--- src/rtl/instr_loader.sv ---
// Instruction-memory loader: assembles a little-endian byte stream into 32-bit words and writes them to RAM.
// Optional macro LOADER_CHECKSUM_EN appends an XOR checksum byte that must match the data bytes.
module instr_loader #(
  parameter int          DEPTH_WORDS = 1024,
  parameter logic [31:0] BASE_ADDR   = 32'h0000_0000
) (
  input  logic        clk_i,
  input  logic        rst_i,
  input  logic        start_i,
  input  logic [7:0]  byte_data_i,
  input  logic        byte_valid_i,
  output logic        byte_ready_o,
  output logic        mem_we_o,
  output logic [31:0] mem_addr_o,
  output logic [31:0] mem_wdata_o,
  output logic        busy_o,
  output logic        done_o,
  output logic        error_o,
  output logic        core_rst_o
);

  localparam int CW = $clog2(DEPTH_WORDS + 1);

  typedef enum logic [2:0] {
    S_IDLE  = 3'd0,
    S_LEN   = 3'd1,
    S_DATA  = 3'd2,
    S_WRITE = 3'd3,
`ifdef LOADER_CHECKSUM_EN
    S_CSUM  = 3'd4,
`endif
    S_DONE  = 3'd5,
    S_ERR   = 3'd6
  } state_t;

  state_t        state;
  logic [1:0]    byte_cnt;
  logic [CW-1:0] word_cnt;
  logic [31:0]   asm_word;
  logic [31:0]   addr;
  logic [31:0]   shifted;
  logic          accept;
  state_t        end_state;
`ifdef LOADER_CHECKSUM_EN
  logic [7:0]    csum;
`endif

  // Bytes arrive LSB first, so each new byte enters at the top and slides down.
  assign shifted = {byte_data_i, asm_word[31:8]};
  assign accept  = byte_valid_i && byte_ready_o;

`ifdef LOADER_CHECKSUM_EN
  assign end_state = S_CSUM;
`else
  assign end_state = S_DONE;
`endif

  // Outputs are pure decodes of registered state, so they change only on clock or reset.
  always_comb begin
    byte_ready_o = (state == S_LEN) || (state == S_DATA);
    busy_o       = (state == S_LEN) || (state == S_DATA) || (state == S_WRITE);
`ifdef LOADER_CHECKSUM_EN
    byte_ready_o = byte_ready_o || (state == S_CSUM);
    busy_o       = busy_o || (state == S_CSUM);
`endif
  end

  assign mem_we_o    = (state == S_WRITE);
  assign mem_addr_o  = addr;
  assign mem_wdata_o = asm_word;
  assign done_o      = (state == S_DONE);
  assign error_o     = (state == S_ERR);
  assign core_rst_o  = (state != S_DONE);

  // NOTE: sequential state uses non-blocking assignments so every register updates from pre-edge values.
  always_ff @(posedge clk_i or posedge rst_i) begin
    if (rst_i) begin
      state    <= S_IDLE;
      byte_cnt <= '0;
      word_cnt <= '0;
      asm_word <= '0;
      addr     <= BASE_ADDR;
`ifdef LOADER_CHECKSUM_EN
      csum     <= '0;
`endif
    end else begin
      case (state)
        S_IDLE, S_DONE, S_ERR: begin
          if (start_i) begin
            state    <= S_LEN;
            byte_cnt <= '0;
`ifdef LOADER_CHECKSUM_EN
            csum     <= '0;
`endif
          end
        end

        S_LEN: begin
          if (accept) begin
            asm_word <= shifted;
            byte_cnt <= byte_cnt + 2'd1;
            if (byte_cnt == 2'd3) begin
              if (shifted == 32'd0) begin
                state <= end_state;
              end else if (shifted > 32'(DEPTH_WORDS)) begin
                state <= S_ERR;
              end else begin
                state    <= S_DATA;
                word_cnt <= shifted[CW-1:0];
                addr     <= BASE_ADDR;
              end
            end
          end
        end

        S_DATA: begin
          if (accept) begin
            asm_word <= shifted;
            byte_cnt <= byte_cnt + 2'd1;
`ifdef LOADER_CHECKSUM_EN
            csum     <= csum ^ byte_data_i;
`endif
            if (byte_cnt == 2'd3) state <= S_WRITE;
          end
        end

        S_WRITE: begin
          word_cnt <= word_cnt - 1'b1;
          // Address stops at the last written word so it never passes the memory end.
          if (word_cnt == CW'(1)) begin
            state <= end_state;
          end else begin
            addr  <= addr + 32'd4;
            state <= S_DATA;
          end
        end

`ifdef LOADER_CHECKSUM_EN
        S_CSUM: begin
          if (accept) state <= (byte_data_i == csum) ? S_DONE : S_ERR;
        end
`endif

        default: state <= S_IDLE;
      endcase
    end
  end

endmodule

--- config.mk ---
export PLATFORM = sky130hd
export DESIGN_NAME = instr_loader
export DESIGN_NICKNAME = d
export VERILOG_FILES = /design/src/rtl/instr_loader.sv
export SDC_FILE = /design/constraint.sdc
export NUM_CORES = 1
export LEC_CHECK = 0
export ABC_AREA = 1
export CAP_MARGIN = 20
export CORE_MARGIN = 5
export CORE_UTILIZATION = 58
export CTS_CLUSTER_SIZE = 10
export DETAILED_ROUTE_END_ITERATION = 12
export DONT_BUFFER_PORTS = 1
export PLACE_DENSITY = 0.77
export SLEW_MARGIN = 20
export SYNTH_ARGS = -nofsm -noshare
export SYNTH_HDL_FRONTEND = slang
export SYNTH_SLANG_ARGS = --single-unit
--- constraint.sdc ---
create_clock -name clk_i -period 2.26 [get_ports clk_i]
set_input_delay 0.339 -clock clk_i [delete_from_list [all_inputs] [get_ports clk_i]]
set_output_delay 0.339 -clock clk_i [all_outputs]
set_load 0.05 [all_outputs]
==> run metrics <==
vias=about 4700; Final nets=772; CP arrival=2.26 ns; Mapped Cells=702; r2r endpoint=mem_addr_o[5]; final setup fails=0; DRC=0; Layout area overhead=15.75%; Initial DRT Pass Iterations=5; Reg2Reg Depth=10; global-route wire length before repair=21050 um; Clock Tree Buf Depth=2; Tot GR Track Use=about a quarter; Syn Std Cell Area=0.004736 sq mm; CP endpoint kind=register; WHS Path Cells=2; Crit Path Max Fanout=30; fmax=~510 MHz; GP Congestion=0.8714; Die Wd=~100 um; Worst-path clk slew=~0.10 ns; CTS Root Cell=clkbuf_8; Avg WL per Cell=14.43 um; WP data required=2.56 ns; fraction of layout cells with a size suffix above 1=14.98%; CTS tree=done; total clock sinks=78; FF-to-FF Start=mem_wdata_o[12]; initial antenna violation count=0; status=finished, final reports clean; Final Core Density=67.73%; DRT Wirelength=12500 um; final hold violation count=0; pin count of the biggest net entering global routing=79; Port Buf Inserts=0; RSZ-0062 raised after global routing=no; worst skew pair latency=around 0.37 ns; max-slew violations=0; Hold Startpoint=byte_data_i[1]; setup TNS=0 ns; worst min-delay path class=in -> reg; IO Count=82; Synthesis Warnings=0; TritonCTS buffer count=9; Area contributors post-synth=dfrtp_1 41%, nand2_1 21%, nor2_1 8.6%, nand4_1 4.5%, inv_1 4.1%; Most used DFF post-synth=dfrtp_1; leading area contributor after synthesis=dfrtp_1; Post-synth EDFFs=0; Hold WS=0.07776 ns; diodes inserted=0; CORE AREA=just over 0.008 sq mm; die area=0.01007 sq mm; Synth cell types=34; fin crit share=86.80%; FFs w/ async S/R, synth=100.0%; Least-Margin Pin Slew=0.5552 ns; Yosys top cell area share=41.22%; sequential area share after synthesis=between 40% and 50%; MaxCap Viol Count=0; Worst R2R Setup Slack=0.30 ns; Avg Inst Size Synth=6.746 sq um; Detailed Place HPWL=around 9000 um; Seq cells post-synth=slightly below 80; Final Critical Period=1.962 ns; Lkg Pwr=2.663 nW; First DRT Iteration DRCs=268; synth cell count leaders=267 x nand2_1, 109 x nor2_1, 78 x dfrtp_1; initial core utilization=58.52%; final antenna-violating net count=0; Setup CP Type=reg -> reg; hold path endpoint=mem_wdata_o[25]; vias per std cell=5.423; gr ovfl total=0; IR drop worst, VDD=approximately 0.0012 V; row count=33; most common cell in the synthesized netlist=nand2_1; vias in the first global route=4515; Vert. Die Dim=about 100 um; worst rel slew slack=62.99%; Final Skew=approximately 0.013 ns; Worst setup SP type=register; post-CTS repair timing setup buffer count=0; pwr/cell area=~1200 mW/mm^2; H-tree Lvls=3
-- how the worst max path moves through the flow --
stage,cells after the start,start,slack [ns],end
after floorplan,9,state[1],0.01,state[2]
after global placement,10,mem_wdata_o[10],0.43,word_cnt[10]
after detailed placement,10,mem_wdata_o[12],0.38,word_cnt[4]
after CTS,10,mem_wdata_o[12],0.27,word_cnt[10]
after global routing,10,mem_wdata_o[12],0.04,mem_addr_o[31]
final,10,mem_wdata_o[12],0.30,mem_addr_o[5]
-- registers in the layout, summed over array words and instances (netlist names) --
register,count
word_cnt,11
mem_wdata_o,32
byte_cnt,2
state,3
mem_addr_o,30
-- routing by layer --
metal | vias up | wire length [um] | global-route usage (%)
met2 | 180 | 6060 | 43.27
met4 | 0 | 295 | 11.09
met1 | 2162 | 5038 | 31.33
met5 | - | 0 | 0
met3 | 24 | 1104 | 8.061
li1 | 2330 | - | -
-- report_power, final --
part / total, mW / switching (mW) / internal, mW / leakage (nW)
Clock: 1.15 / 0.610 / 0.540 / 0.109
Combinational: 3.35 / 2.45 / 0.899 / 1.52
Sequential: 2.27 / 0.503 / 1.77 / 1.03
-- area by class of cell --
class,count,area [sq um]
clock buffers,9,123.9
multi-input cells,538,2429
well taps,105,131.4
flip-flops and latches,78,1952
repair buffers,68,525.5
fillers,727,2611
clock inverters,7,87.58
inverters,61,232.7
-- cell usage in the layout (no fill, tap or decap), types with 9 or more instances in the layout --
| cell type | Yosys | routed |
|---|---|---|
| buf_4 | 7 | 66 |
| clkbuf_8 | 0 | 9 |
| dfrtp_1 | 78 | 78 |
| inv_1 | 52 | 51 |
| inv_2 | 9 | 9 |
| nand2_1 | 267 | 267 |
| nand3_1 | 29 | 29 |
| nand4_1 | 34 | 34 |
| nor2_1 | 109 | 109 |
| o21ai_0 | 27 | 27 |
| o21ai_1 | 19 | 19 |
| xor2_1 | 10 | 10 |
-- kinds of logic after synthesis --
logic type	count (synthesis)	synth area share, %
compound gates	59	6.737
xor+xnor	12	2.219
fa+ha+maj	4	1.057
buf+inv	87	7.794
flops	78	41.22
other cells	1	0.07918
simple gates	461	40.90
-- through the flow --
| step | setup slack [ns] | total power [mW] | cell area (sq um) | cells |
|---|---|---|---|---|
| after floorplan | 0.01150 | 4.736 | 4743 | 703 |
| after global placement | 0.4306 | 5.527 | 5255 | 849 |
| after detailed placement | 0.3790 | 5.615 | 5255 | 849 |
| after CTS | 0.2697 | 6.771 | 5477 | 866 |
| after global routing | 0.03524 | 7.237 | 5482 | 866 |
| final | 0.2982 | 6.765 | 5482 | 866 |
-- worst max-delay path: stages (launching register included) --
cell and delay (ns):
dfrtp_1 0.40, nor2_1 0.11, nand2_1 0.06, nor2_1 0.21
nand3_1 0.13, nand3_1 0.13, nand2_2 0.22, nand3_1 0.14
buf_4 0.32, nand2_1 0.09, nand2_1 0.09
-- repair_timing --
item / 4_1_cts / 5_1_grt
hold endpoints to repair: 78 / 0
setup endpoints to repair: 0 / 1
hold buffers: 1 / 0
gates resized for setup: 0 / 1
Note: power is estimated with default switching activity, not from simulation.
